**src/rtl/btb_update_ctrl.sv**
```systemverilog
`default_nettype none
// ============================================================================
// Module      : btb_update_ctrl
// Description : BTB storage owner: queues EX updates, sequences read-modify-
//               write through the set-update logic, arbitrates the read port
//               against IF lookups and runs whole-table flushes.
// Revision    : 1.0 - initial release
// ============================================================================
module btb_update_ctrl #(
    parameter int FIFO_DEPTH = 2,
    parameter int STARVE_MAX = 4
) (
    input  logic         clk,
    input  logic         rst_n,
    input  logic         lk_valid,
    input  logic [2:0]   lk_index,
    output logic         lk_stall,
    output logic         lk_set_valid,
    output logic [127:0] lk_set,
    input  logic         upd_valid,
    output logic         upd_ready,
    input  logic [31:0]  upd_pc,
    input  logic [31:0]  upd_target,
    input  logic         upd_mispred,
    output logic [127:0] update_set,
    output logic [26:0]  update_tag,
    output logic [2:0]   update_index,
    output logic [31:0]  update_target,
    output logic         mispredicted,
    output logic [7:0]   LRU,
    input  logic [127:0] write_set,
    input  logic         next_LRU_write,
    input  logic         flush_req,
    output logic         flush_busy,
    output logic         flush_done
);

    localparam int c_AW = (FIFO_DEPTH > 1) ? $clog2(FIFO_DEPTH) : 1;
    localparam int c_SW = $clog2(STARVE_MAX + 1);
    localparam logic [c_AW:0]   c_PTR_ONE    = 1;
    localparam logic [c_SW-1:0] c_STARVE_ONE = 1;
    localparam logic [c_SW-1:0] c_STARVE_MAX = c_SW'(STARVE_MAX);

    typedef enum logic [1:0] {
        ST_IDLE  = 2'd0,
        ST_READ  = 2'd1,
        ST_WRITE = 2'd2,
        ST_FLUSH = 2'd3
    } state_t;

    state_t r_state, w_state_nxt;

    logic [127:0]    r_sets [8];
    logic [7:0]      r_lru;
    logic [29:0]     r_q_pc  [FIFO_DEPTH];
    logic [31:0]     r_q_tgt [FIFO_DEPTH];
    logic            r_q_mis [FIFO_DEPTH];
    logic [c_AW:0]   r_wr_ptr, r_rd_ptr;
    logic [c_SW-1:0] r_starve, w_starve_nxt;
    logic [2:0]      r_flush_cnt;
    logic            r_flush_pend;
    logic            r_flush_done;
    logic            r_lk_valid;
    logic [127:0]    r_lk_set;
    logic [127:0]    r_upd_set;
    logic [26:0]     r_upd_tag;
    logic [2:0]      r_upd_index;
    logic [31:0]     r_upd_tgt;
    logic            r_upd_mis;

    logic            w_empty, w_full, w_push, w_pop;
    logic            w_flush_acc, w_flush_go, w_flush_enter;
    logic            w_lk_stall, w_lk_acc;
    logic [127:0]    w_lk_data;
    logic [29:0]     w_head_pc;
    logic [2:0]      w_head_index;

    assign w_empty      = (r_wr_ptr == r_rd_ptr);
    assign w_full       = (r_wr_ptr[c_AW] != r_rd_ptr[c_AW]) &&
                          (r_wr_ptr[c_AW-1:0] == r_rd_ptr[c_AW-1:0]);
    assign w_push       = upd_valid && !w_full;
    assign w_head_pc    = r_q_pc[r_rd_ptr[c_AW-1:0]];
    assign w_head_index = w_head_pc[2:0];

    assign flush_busy   = r_flush_pend || (r_state == ST_FLUSH);
    assign w_flush_acc  = flush_req && !flush_busy;
    assign w_flush_go   = w_flush_acc || r_flush_pend;

    always_comb begin
        w_state_nxt  = r_state;
        w_pop        = 1'b0;
        w_lk_stall   = 1'b0;
        w_starve_nxt = r_starve;
        unique case (r_state)
            ST_IDLE: begin
                if (w_flush_go)
                    w_state_nxt = ST_FLUSH;
                else if (!w_empty)
                    w_state_nxt = ST_READ;
            end
            ST_READ: begin
                // A flush aborts the read before it pops, so the entry is dropped by the flush.
                if (w_flush_go) begin
                    w_state_nxt  = ST_FLUSH;
                    w_starve_nxt = '0;
                end else if (!lk_valid || (r_starve == c_STARVE_MAX)) begin
                    w_lk_stall   = lk_valid;
                    w_pop        = 1'b1;
                    w_state_nxt  = ST_WRITE;
                    w_starve_nxt = '0;
                end else begin
                    w_starve_nxt = r_starve + c_STARVE_ONE;
                end
            end
            ST_WRITE: begin
                if (w_flush_go)
                    w_state_nxt = ST_FLUSH;
                else if (!w_empty)
                    w_state_nxt = ST_READ;
                else
                    w_state_nxt = ST_IDLE;
            end
            ST_FLUSH: begin
                if (r_flush_cnt == 3'd7)
                    w_state_nxt = ST_IDLE;
            end
            default: w_state_nxt = ST_IDLE;
        endcase
    end

    assign w_flush_enter = (w_state_nxt == ST_FLUSH) && (r_state != ST_FLUSH);
    assign w_lk_acc      = lk_valid && !w_lk_stall;

    always_comb begin
        w_lk_data = r_sets[lk_index];
        if (r_state == ST_FLUSH)
            w_lk_data = '0;
        else if ((r_state == ST_WRITE) && (lk_index == r_upd_index))
            w_lk_data = write_set;
    end

    always_ff @(posedge clk or negedge rst_n) begin
        if (!rst_n) begin
            r_state      <= ST_IDLE;
            r_starve     <= '0;
            r_flush_cnt  <= '0;
            r_flush_pend <= 1'b0;
            r_flush_done <= 1'b0;
            r_lk_valid   <= 1'b0;
            r_lk_set     <= '0;
        end else begin
            r_state      <= w_state_nxt;
            r_starve     <= w_starve_nxt;
            r_flush_cnt  <= (r_state == ST_FLUSH) ? r_flush_cnt + 3'd1 : 3'd0;
            r_flush_pend <= (r_flush_pend || w_flush_acc) && !w_flush_enter;
            r_flush_done <= (r_state == ST_FLUSH) && (r_flush_cnt == 3'd7);
            r_lk_valid   <= w_lk_acc;
            if (w_lk_acc)
                r_lk_set <= w_lk_data;
        end
    end

    always_ff @(posedge clk or negedge rst_n) begin
        if (!rst_n) begin
            r_wr_ptr <= '0;
            r_rd_ptr <= '0;
            for (int i = 0; i < FIFO_DEPTH; i++) begin
                r_q_pc[i]  <= '0;
                r_q_tgt[i] <= '0;
                r_q_mis[i] <= 1'b0;
            end
        end else begin
            if (w_push) begin
                r_q_pc[r_wr_ptr[c_AW-1:0]]  <= upd_pc[31:2];
                r_q_tgt[r_wr_ptr[c_AW-1:0]] <= upd_target;
                r_q_mis[r_wr_ptr[c_AW-1:0]] <= upd_mispred;
                r_wr_ptr <= r_wr_ptr + c_PTR_ONE;
            end
            // Entering a flush discards everything queued so far; a push on this edge survives.
            if (w_flush_enter)
                r_rd_ptr <= r_wr_ptr;
            else if (w_pop)
                r_rd_ptr <= r_rd_ptr + c_PTR_ONE;
        end
    end

    always_ff @(posedge clk or negedge rst_n) begin
        if (!rst_n) begin
            r_upd_set   <= '0;
            r_upd_tag   <= '0;
            r_upd_index <= '0;
            r_upd_tgt   <= '0;
            r_upd_mis   <= 1'b0;
        end else if (w_pop) begin
            r_upd_set   <= r_sets[w_head_index];
            r_upd_tag   <= w_head_pc[29:3];
            r_upd_index <= w_head_index;
            r_upd_tgt   <= r_q_tgt[r_rd_ptr[c_AW-1:0]];
            r_upd_mis   <= r_q_mis[r_rd_ptr[c_AW-1:0]];
        end
    end

    always_ff @(posedge clk or negedge rst_n) begin
        if (!rst_n) begin
            for (int i = 0; i < 8; i++)
                r_sets[i] <= '0;
            r_lru <= '0;
        end else begin
            if (r_state == ST_FLUSH)
                r_sets[r_flush_cnt] <= '0;
            else if (r_state == ST_WRITE)
                r_sets[r_upd_index] <= write_set;
            if (w_flush_enter)
                r_lru <= '0;
            else if (r_state == ST_WRITE)
                r_lru[r_upd_index] <= next_LRU_write;
        end
    end

    assign lk_stall      = w_lk_stall;
    assign lk_set_valid  = r_lk_valid;
    assign lk_set        = r_lk_set;
    assign upd_ready     = !w_full;
    assign update_set    = r_upd_set;
    assign update_tag    = r_upd_tag;
    assign update_index  = r_upd_index;
    assign update_target = r_upd_tgt;
    assign mispredicted  = r_upd_mis;
    assign LRU           = r_lru;
    assign flush_done    = r_flush_done;

endmodule
`default_nettype wire

```
**config.mk**
```make
export PLATFORM = sky130hd
export DESIGN_NAME = btb_update_ctrl
export DESIGN_NICKNAME = d
export VERILOG_FILES = /design/src/rtl/btb_update_ctrl.sv
export SDC_FILE = /design/constraint.sdc
export NUM_CORES = 2
export LEC_CHECK = 0
export BUFFER_PORTS_ARGS = -buffer_cell sky130_fd_sc_hd__buf_2
export CORE_MARGIN = 10
export CORE_UTILIZATION = 63
export CTS_BUF_LIST = sky130_fd_sc_hd__clkbuf_4
export DETAILED_ROUTE_END_ITERATION = 10
export PLACE_DENSITY = 0.88
export SETUP_SLACK_MARGIN = 0.02
export SKIP_CTS_REPAIR_TIMING = 1
export SLEW_MARGIN = 20
export SYNTH_ARGS = -nofsm -noshare
export SYNTH_HDL_FRONTEND = slang
export SYNTH_SLANG_ARGS = --single-unit
export TNS_END_PERCENT = 20
```
**constraint.sdc**
```tcl
create_clock -name clk -period 3 [get_ports clk]
set_clock_uncertainty 0.2 [all_clocks]
set_input_delay 0.9 -clock clk [delete_from_list [all_inputs] [get_ports clk]]
set_output_delay 0.9 -clock clk [all_outputs]
set_load 0.05 [all_outputs]
```
==> flow_summary.ini <==
[outcome]
status = finished with violations
violations = negative setup slack

[grt]
grt_max_degree = 115
overflow = 0
grt_pass1_vias = 57535
grt_pass1_wl_mm = 347.4
antenna_found_initial = 16
track_usage = 0.3661

[synthesis]
synth_cell_types = 43
synth-simple-area-share = 0.01926
netlist.area_leader.share = 0.5401
synthCells = 4880
synth_top_family_by_area = multiplexers
synth.avg_cell_area_um2 = 14.17
yosys.area_share.xor_xnor = 0.001140
syn_area_um2 = 69130
synth-warning-count = 0
yosysTopAreaCell = dfrtp_1
synth-compound-area-share = 0.1881
netlist_top_cells_area = dfrtp_1 54%, a22o_1 13%, mux4_2 13%, mux2i_1 4.7%, mux2_2 4.2%
synth_mux_area_frac = 0.2144
ys_seq_elements = 1492
synth_fa_ha_area_frac = 0.0007239
yosysSeqAreaShare = 0.5401
syn-num-nets = 5086

[routing]
drc = 0
avgRoutedWirePerCell_um = 35.53
initialDrtViolationCount = 9811
vias = 58496
first_pass_iters = 10
wl_mm = 260.8
antenna_left = 0
via_per_inst = 7.969

[placed_design]
dp_hpwl_mm = 133.9
placed_area_um2 = 74860
io_buffers = 531
dp_worst_setup_slack_ns = -0.3237
place_congestion = 0.8704

[timing]
worst_slack_ns = -0.7981
slew_headroom = 0.09775
fin_crit_ns = 3.798
min_period_over_period = 1.266
slew_viol_final = 0
hold_violations = 0
hold-worst-slack_ns = 0.02586
rsz0062_at_grt = yes
setup_viol = 74
worst_pin_slew_ns = 1.316
fmax_mhz = 263.3

[pwr]
power_leakage_nw = 39.04
power.density_nw_per_um2 = 987.8
worst_ir_drop_vdd_mv = 1.439
total_power_mw = 82.38

[layout]
n_fill_cell = 5502
utilization = 0.7662
syn_to_final_growth_pct = 20.64
drive_above_1_share = 0.3543
fin_nets = 5875
final_cell_area_um2 = 83400

[worst_setup_path]
worstPathMaxFanout = 6
worstPathRequired_ns = 1.90
cp.arrival_ns = 2.70
crit_type = register to output port
startpoint_type = register
endpoint_kind = output port
r2r_slack_ns = 0

[floorplan]
fp.dieH_um = 351.3
row_count = 121
dieArea_um2 = 123400
die_width_um = 351.3
initial_core_util = 0.6351
io_pins = 534
core-area_um2 = 108900

[clock_network]
clk_root_buffer_cell = clkbuf_4
insertion_delay_ns = 1.33
cts.sinks = 1492
cts.clk_slew.worst_paths_ns = 0.07
cts_tree = yes
cts_buffers = 389
htree_levels = 5
cts_buffer_depth = 4

[hold_path]
hold_class = primary input to asynchronous set/reset pin

[flow_run]
cap_violations = 0
cell families (layout without fill, tap and decap cells):
family,after synthesis,in the layout
flip-flops,1492,1492
AO/OA/AOI/OAI,1488,1488
multiplexers,968,968
buffers and inverters,635,1663
AND/OR/NAND/NOR,284,284
XOR/XNOR,9,9
adder cells (fa/ha/maj),4,4
other,0,18
cell usage after synthesis (all sizes together):
cell type and count:
dfrtp 1492, a22o 1024, mux4 384, clkbuf 369, mux2i 325, buf 261
mux2 259, a221o 239, nor3 134, o2bb2ai 111, nand2 94, o21ai 68
nor2 23, o211ai 14, a22oi 13, nand3 9, a21oi 7, nand2b 6
xor2 6, inv 5, a31oi 4, and3 4, ha 4, nor2b 4
nor4 3, xnor2 3, a32oi 2, nand3b 2, o2111ai 2, a21bo 1
a21boi 1, a41oi 1, and2 1, nand4 1, nor4b 1, o22ai 1
or3b 1, or4b 1
power by group:
| part | internal, mW | total, mW | switching (mW) | leakage [nW] |
|---|---|---|---|---|
| Combinational | 14.5 | 32.6 | 18.1 | 16.2 |
| Clock | 8.39 | 17.5 | 9.08 | 2.68 |
| Sequential | 26.3 | 32.3 | 6.02 | 20.2 |
| Total | 49.2 | 82.4 | 33.2 | 39.0 |
layer usage:
layer / track usage / vias to the layer above / wire, µm
met3: 0.1385 / 1805 / 41030
li1: - / 21193 / -
met2: 0.5573 / 6777 / 117100
met1: 0.4454 / 28713 / 82030
met5: 0 / - / 49
met4: 0.2184 / 8 / 20550
registers in the layout, indices dropped and copies added (netlist names):
register	count
LRU	8
flush_done	1
lk_set	128
lk_set_valid	1
mispredicted	1
r_flush_cnt	3
r_flush_pend	1
r_q_mis	2
r_q_pc	60
r_q_tgt	64
r_rd_ptr	2
r_sets	1024
r_starve	3
r_state	2
r_wr_ptr	2
update_index	3
update_set	128
update_tag	27
update_target	32
cell type report:
cell class | count | area (µm²) | share of cell area
sequential | 1492 | 37370 | 0.4481
multi-input combinational | 2753 | 29570 | 0.3545
timing repair buffer | 1028 | 10140 | 0.1216
clock buffer | 532 | 3994 | 0.04789
tap | 1414 | 1769 | 0.02121
clock inverter | 98 | 490.5 | 0.005881
antenna | 18 | 45.04 | 0.0005401
inverter | 5 | 18.77 | 0.0002250
placed cells by master (no fill, tap or decap), drive strengths merged, types with 4 or more instances in the layout:
cell	instances
dfrtp	1492
a22o	1024
buf	794
clkbuf	570
mux4	384
mux2i	325
mux2	259
a221o	239
dlygate4sd3	196
nor3	134
o2bb2ai	111
nand2	94
clkinv	87
o21ai	68
nor2	23
diode	18
o211ai	14
a22oi	13
nand3	9
inv	9
a21oi	7
xor2	6
nand2b	6
and3	4
a31oi	4
ha	4
clkinvlp	4
nor2b	4
final timing paths:
path | from | endpoint | cells past startpoint
worst min register to register | update_tag[15] | update_tag[15] | 2
worst min-delay path | rst_n | r_sets[231] | 2
min in group clk | flush_req | r_state[1] | 4
worst max-delay path | r_flush_pend | lk_stall | 3
worst max register to register | r_rd_ptr[0] | update_set[34] | 7
max in group asynchronous | rst_n | r_sets[441] | 3
metrics by stage:
| step | instances | setup TNS [ns] |
|---|---|---|
| floorplan | 4880 | -0.1041 |
| global placement | 6456 | -30.62 |
| detailed placement | 6456 | -35.56 |
| CTS | 7086 | -28.36 |
| global route | 7334 | -13.72 |
| finish | 7340 | -4.632 |
worst max-delay path, stage by stage, from the launching register on:
cell and delay (ns):
dfrtp_2 0.44, or4b_4 0.52, nor3_4 0.32, buf_6 0.21
No activity file was read; power rests on OpenSTA's default activity.
